===== config.mk =====
export PLATFORM = sky130hd
export DESIGN_NAME = pc_gen_btb
export DESIGN_NICKNAME = d
export VERILOG_FILES = /design/src/rtl/pc_gen_btb.sv
export SDC_FILE = /design/constraint.sdc
export NUM_CORES = 2
export LEC_CHECK = 0
export ABC_AREA = 0
export BUFFER_PORTS_ARGS = -buffer_cell sky130_fd_sc_hd__buf_2
export CORE_ASPECT_RATIO = 1.2
export CORE_MARGIN = 2
export CORE_UTILIZATION = 57
export CTS_BUF_LIST = sky130_fd_sc_hd__clkbuf_16
export CTS_CLUSTER_SIZE = 40
export DETAILED_ROUTE_END_ITERATION = 12
export PLACE_DENSITY_LB_ADDON = 0.15
export SYNTH_ARGS = -nofsm -noshare
export SYNTH_HDL_FRONTEND = slang
export SYNTH_SLANG_ARGS = --single-unit

===== constraint.sdc =====
create_clock -name clk -period 33.1 [get_ports clk]
set_input_delay 3.31 -clock clk [delete_from_list [all_inputs] [get_ports clk]]
set_output_delay 3.31 -clock clk [all_outputs]
set_load 0.02 [all_outputs]

===== src/rtl/pc_gen_btb.sv =====
// Fetch PC generator with a direct-mapped BTB and 2-bit saturating direction counters.
// Optional `PC_GEN_ALIGN_CHECK_EN adds a misaligned flag and forces aligned redirects and targets.
module pc_gen_btb #(
   parameter int              XLEN         = 32,
   parameter logic [XLEN-1:0] RESET_VECTOR = '0,
   parameter int              BTB_ENTRIES  = 16
) (
   input  logic            clk,
   input  logic            reset,
   input  logic            stall,
   input  logic            redirect_valid,
   input  logic [XLEN-1:0] redirect_pc,
   input  logic            update_valid,
   input  logic [XLEN-1:0] update_pc,
   input  logic            update_taken,
   input  logic [XLEN-1:0] update_target,
`ifdef PC_GEN_ALIGN_CHECK_EN
   output logic            misaligned,
`endif
   output logic [XLEN-1:0] pc,
   output logic            pred_taken,
   output logic [XLEN-1:0] pred_target
);

   localparam int IDX  = $clog2(BTB_ENTRIES);
   localparam int TAGW = XLEN - IDX - 2;

   logic            r_valid  [BTB_ENTRIES];
   logic [TAGW-1:0] r_tag    [BTB_ENTRIES];
   logic [XLEN-1:0] r_target [BTB_ENTRIES];
   logic [1:0]      r_ctr    [BTB_ENTRIES];
   logic [XLEN-1:0] r_pc;

   logic [IDX-1:0]  w_lookIdx;
   logic [TAGW-1:0] w_lookTag;
   logic            w_lookHit;
   logic [IDX-1:0]  w_updIdx;
   logic [TAGW-1:0] w_updTag;
   logic            w_updHit;
   logic [XLEN-1:0] w_redirectPc;
   logic            w_targetOk;
   logic [XLEN-1:0] w_nextPc;
   logic            w_unusedBits;

   assign w_lookIdx = r_pc[IDX+1:2];
   assign w_lookTag = r_pc[XLEN-1:IDX+2];
   assign w_lookHit = r_valid[w_lookIdx] && (r_tag[w_lookIdx] == w_lookTag);

   assign w_updIdx  = update_pc[IDX+1:2];
   assign w_updTag  = update_pc[XLEN-1:IDX+2];
   assign w_updHit  = r_valid[w_updIdx] && (r_tag[w_updIdx] == w_updTag);

   // Byte-offset bits never participate in indexing or tagging.
   assign w_unusedBits = ^{r_pc[1:0], update_pc[1:0]};

`ifdef PC_GEN_ALIGN_CHECK_EN
   logic r_misaligned;
   assign w_redirectPc = {redirect_pc[XLEN-1:2], 2'b00};
   assign w_targetOk   = (update_target[1:0] == 2'b00);
   assign misaligned   = r_misaligned;

   always_ff @(posedge clk or posedge reset) begin
      if (reset) r_misaligned <= 1'b0;
      else       r_misaligned <= redirect_valid && (redirect_pc[1:0] != 2'b00);
   end
`else
   assign w_redirectPc = redirect_pc;
   assign w_targetOk   = 1'b1;
`endif

   assign pc          = r_pc;
   assign pred_taken  = w_lookHit && r_ctr[w_lookIdx][1];
   assign pred_target = w_lookHit ? r_target[w_lookIdx] : '0;

   // Redirect beats stall, stall beats prediction, prediction beats fall-through.
   always_comb begin
      w_nextPc = r_pc + XLEN'(4);
      if (redirect_valid)  w_nextPc = w_redirectPc;
      else if (stall)      w_nextPc = r_pc;
      else if (pred_taken) w_nextPc = pred_target;
   end

   always_ff @(posedge clk or posedge reset) begin
      if (reset) r_pc <= RESET_VECTOR;
      else       r_pc <= w_nextPc;
   end

   // Training runs regardless of stall/redirect; lookups see the pre-update entry.
   always_ff @(posedge clk or posedge reset) begin
      if (reset) begin
         for (int i = 0; i < BTB_ENTRIES; i++) begin
            r_valid[i]  <= 1'b0;
            r_tag[i]    <= '0;
            r_target[i] <= '0;
            r_ctr[i]    <= 2'b01;
         end
      end else if (update_valid) begin
         if (w_updHit) begin
            if (update_taken) begin
               if (r_ctr[w_updIdx] != 2'b11) r_ctr[w_updIdx] <= r_ctr[w_updIdx] + 2'b01;
               if (w_targetOk) r_target[w_updIdx] <= update_target;
            end else begin
               if (r_ctr[w_updIdx] != 2'b00) r_ctr[w_updIdx] <= r_ctr[w_updIdx] - 2'b01;
            end
         end else if (update_taken && w_targetOk) begin
            r_valid[w_updIdx]  <= 1'b1;
            r_tag[w_updIdx]    <= w_updTag;
            r_target[w_updIdx] <= update_target;
            r_ctr[w_updIdx]    <= 2'b10;
         end
      end
   end

endmodule


# Word-level counts from Yosys, hierarchy flattened
# Index checks and enable logic that the tools add are counted.
# word_totals
register_bits	1008
out_inout_bits	65
elab_cells	135
# op_classes
n_addsub	3
order_cmp	3
eq_ne	5
mux	42
bitwise	7
reduce_logical	10
# op_table
op	n
bitwise mux 512 bit	1
bitwise mux 416 bit	1
2-to-1 mux 32 bit	12
binary-select mux 26 bit (select 4 bit)	2
2-to-1 mux 26 bit	5
binary-select mux 32 bit (select 4 bit)	1
demux 32 bit (select 4 bit)	1
demux 26 bit (select 4 bit)	1
bitwise mux 32 bit	2
equality test 26 bit	2
adder 32 x 3 -> 32 bit (second input constant)	1
OR 16 bit	2
AND 16 bit	1
binary-select mux 2 bit (select 4 bit)	2
NOT 16 bit	1
>= comparator 5 bit (second input constant)	2
2-to-1 mux 2 bit	5
NOT 4 -> 5 bit	2
binary-select mux 1 bit (select 4 bit)	2
demux 2 bit (select 4 bit)	1
nonzero test 2 bit	3
< comparator 5 x 1 -> 1 bit (second input constant)	1
2-to-1 mux 1 bit	5
demux 1 bit (select 4 bit)	1
other kinds (10)	13

# Longest topological paths before layout
# depth
depth_word	10
depth_mapped	17
mapped_depth_nobuf	10

# Worst setup path after synthesis
# Ideal clock, no wire load.
# synth_timing
path_type	register to output
start	register r_pc[2] (netlist: pc[2])
end	output pred_target[13]
arrival_ps	3752
t_required_ps	29790
slack_ps	26038
path_stages_with_launch	12
n_path_buf	8
path_cell_list	dfrtp_1 > buf_4 > buf_4 > buf_4 > buf_2 > buf_2 > buf_2 > buf_2 > buf_2 > mux4_2 > mux4_2 > and3_1
# synth_between
elab_chain_len	7
# synth_lines
element	line_no	text
from (decl)	32	logic [XLEN-1:0] r_pc;
from (signal assigned)	85	else r_pc <= w_nextPc;
NOT 4 -> 5 bit (implied by the code) (*)	47, 73	
binary-select mux 26 bit (select 4 bit)	47	assign w_lookHit = r_valid[w_lookIdx] && (r_tag[w_lookIdx] == w_lookTag);
2-to-1 mux 26 bit (implied by the code) (2 in series)	47	
equality test 26 bit	47	
logical AND 1 bit	47	
2-to-1 mux 32 bit (*)	73	assign pred_target = w_lookHit ? r_target[w_lookIdx] : '0;
to (decl)	22	output logic [XLEN-1:0] pred_target
# Mark *: on every way between the ends. The rest lies on a longest branch, timed or not. The select of a mux whose other input is x is not followed.

# Worst setup path after layout
# layout_timing
start	register r_pc[3] (netlist: pc[3])
end	output pred_target[19]
# Same word-level chain as after synthesis.

==> metrics.txt <==
outcome finished, final reports clean; Tot GR Track Use 33.6%; Leak 0.0264 uW; Synth Warn # 0; crit-path max FO 48; R2R depth 11; max cap viols 0; Setup CP Type reg -> out; area delta synth->final 7.84%; initial antenna violation count 16; Crit-path slowest cell nor3b_1; Hold Startpoint r_target[229]; Reg2Reg Setup Slack 26.16 ns; Seq/Total Area, Yosys 47.3%; Critical Path RT 29.79 ns; slowest cell delay on critical path 0.90 ns; Max Slew Vio Count 0; post-DP HPWL 96,800 um; Core Rows 123; dpl ws 23.56 ns; setup TNS after final layout 0 ns; share of layout cells above drive strength 1 41.5%; Worst Hold Path EP r_target[229]; final hold slack 0.474 ns; Crit path top cell by count buf_4; Synth async-reset ratio 100%; CTS H-tree lvls 3; DRC 0; Root Buffer clkbuf_16; Worst Hold Class reg -> reg; commonest non-fill, non-tap cell in the layout dfrtp_1; Remaining Overflow, GRT 0; EDFF count, synth 0; fmax 0.0991 GHz; final instance area 0.0576 sq mm; unrepaired setup endpoints after global routing no; CP Launch Type flip-flop; min Tclk post-route 10.09 ns; RR Endpoint pc[2]; crit end category primary output; 1st-iter DRT viols 3,452; Detailed Route WL 160,000 um; PwrDens 62.1 mW/mm^2; I/O pin cnt 167; PnR worst setup slack 23.01 ns; # setup viols final 0; Synth cell types 87; Worst-path clk slew 0.06 ns; Total Die Area 0.0962 sq mm; Initial Util 57.3%; Post-Syn Area 0.0534 sq mm; hold buffers post-CTS 0; Final #Nets 3,973; core area 0.0933 sq mm; Routed wire per std cell 30.8 um; via count 34,800; register bit total from synthesis 1,008; global placer's final weighted congestion 0.988; worst vdd ir 0.0494 mV; # port buffers 164; WHS Path Cells 2; Syn Area/Cell 13.8 sq um; arrival time worst endpoint 6.78 ns; Die H 339 um; slew at the pin closest to its max-slew limit 1.17 ns; worst-path cell chain buf_4 -> buf_4 -> nor3b_1 -> a22o_1 -> nor3_1 -> mux2_2 -> a2111oi_0 -> nand4_1 -> nor2_4 -> and3_1 -> buf_2; routed vias/inst 6.70; first-pass GRT wire length 239,000 um; Routed Antenna Nets 0; Area after DPL 0.0544 sq mm; Final Hold Fails 0; cts bufs inserted 104; WP buf/inv 3; most frequent cells in the layout dfrtp_1, mux2_2, nand2_1, mux4_2, mux2_4; Net Count, Synth 3,982; Top delay family on crit path simple AND/OR/NAND/NOR gates; Post-CTS Setup Inserts 0; RR Startpoint pc[2]; Rel. slew slack 21.6%; clk_lat worst skew 0.72 ns; Die X 283 um; Main synth FF type dfrtp_1; largest net degree at the start of global routing 177; CTS tree built; post-cts resize count 0; period utilization 30.5%; TritonCTS Sinks 1,008; Clock Path Buffers 3; first drt pass iteration count 7; Syn Inst Count 3,877; vias in the first global route 35,100; setup clock skew after layout 0.0683 ns
==> cell usage after synthesis, drive strengths merged, types with 16 or more instances <==
master / instances / area share (%)
and2: 27 / 0.32
xnor2: 50 / 0.82
nor2b: 23 / 0.27
clkbuf: 194 / 1.4
dfstp: 16 / 0.79
dfrtp: 992 / 46
mux2i: 127 / 2.4
a22oi: 25 / 0.35
nand3: 47 / 0.45
nand2: 499 / 3.9
mux4: 343 / 14
xor2: 20 / 0.33
and3: 42 / 0.49
a31oi: 17 / 0.20
nor3: 27 / 0.28
a21oi: 25 / 0.23
nand2b: 33 / 0.39
nor2: 63 / 0.44
o21ai: 41 / 0.38
o22ai: 30 / 0.35
inv: 29 / 0.20
mux2: 867 / 20
buf: 148 / 2.5
==> through the flow <==
stage	instances	util (%)	total power [uW]
finish	5204	61.7	3580
global route	5201	61.7	3720
CTS	5200	61.7	3590
detailed placement	5012	58.3	2470
global placement	5012	58.3	2440
floorplan	3877	-	2230
==> cell type report <==
| class | instances | area (sq um) |
|---|---|---|
| diodes | 4 | 10.0 |
| clock buffers | 105 | 2630 |
| clock inverters | 83 | 586 |
| fillers | 7320 | 35700 |
| inverters | 34 | 138 |
| multi-input cells | 2493 | 26100 |
| flip-flops and latches | 1008 | 25300 |
| well taps | 1250 | 1560 |
| repair buffers | 227 | 1320 |
==> cell families after synthesis <==
logic type      share of synthesized area (%)
compound gates                           3.66
xor+xnor                                 1.15
fa+ha+maj                              0.0703
buf+inv                                  4.12
flops                                    47.3
mux                                      36.5
simple gates                             7.26
==> how the worst max path moves through the flow <==
| stage | end | slack (ns) | start | cells after the start |
|---|---|---|---|---|
| floorplan | pc[0] | 1.45 | reset | 1 |
| global placement | r_tag[154] | 23.60 | update_pc[2] | 14 |
| detailed placement | r_tag[154] | 23.56 | update_pc[2] | 14 |
| CTS | pred_target[19] | 23.06 | pc[3] | 11 |
| global route | pred_target[15] | 22.68 | pc[3] | 11 |
| finish | pred_target[19] | 23.01 | pc[3] | 11 |
==> tightest hold or removal path, delay by kind of cell, from the launching register on <==
family / cells / cell delay (ns)
flops: 1 / 0.34
simple gates: 2 / 0.10
==> metal layers <==
| layer | GRT usage, % | part of all wire [%] | up-vias |
|---|---|---|---|
| li1 | - | - | 14200 |
| met1 | 46.1 | 40 | 18500 |
| met2 | 51.9 | 46 | 1689 |
| met3 | 6.26 | 8.2 | 420 |
| met4 | 16.6 | 5.5 | 20 |
| met5 | 0 | 0.084 | - |
==> registers in the layout, indices dropped and copies added, names as in the netlist <==
register	flops
r_valid	16
pc	32
r_tag	416
r_target	512
r_ctr	32
==> power breakdown <==
group | switching (uW) | internal [uW]
Sequential | 165 | 1470
Clock | 513 | 608
Combinational | 376 | 451
Total | 1050 | 2520
(Power assumes the default switching activity.)
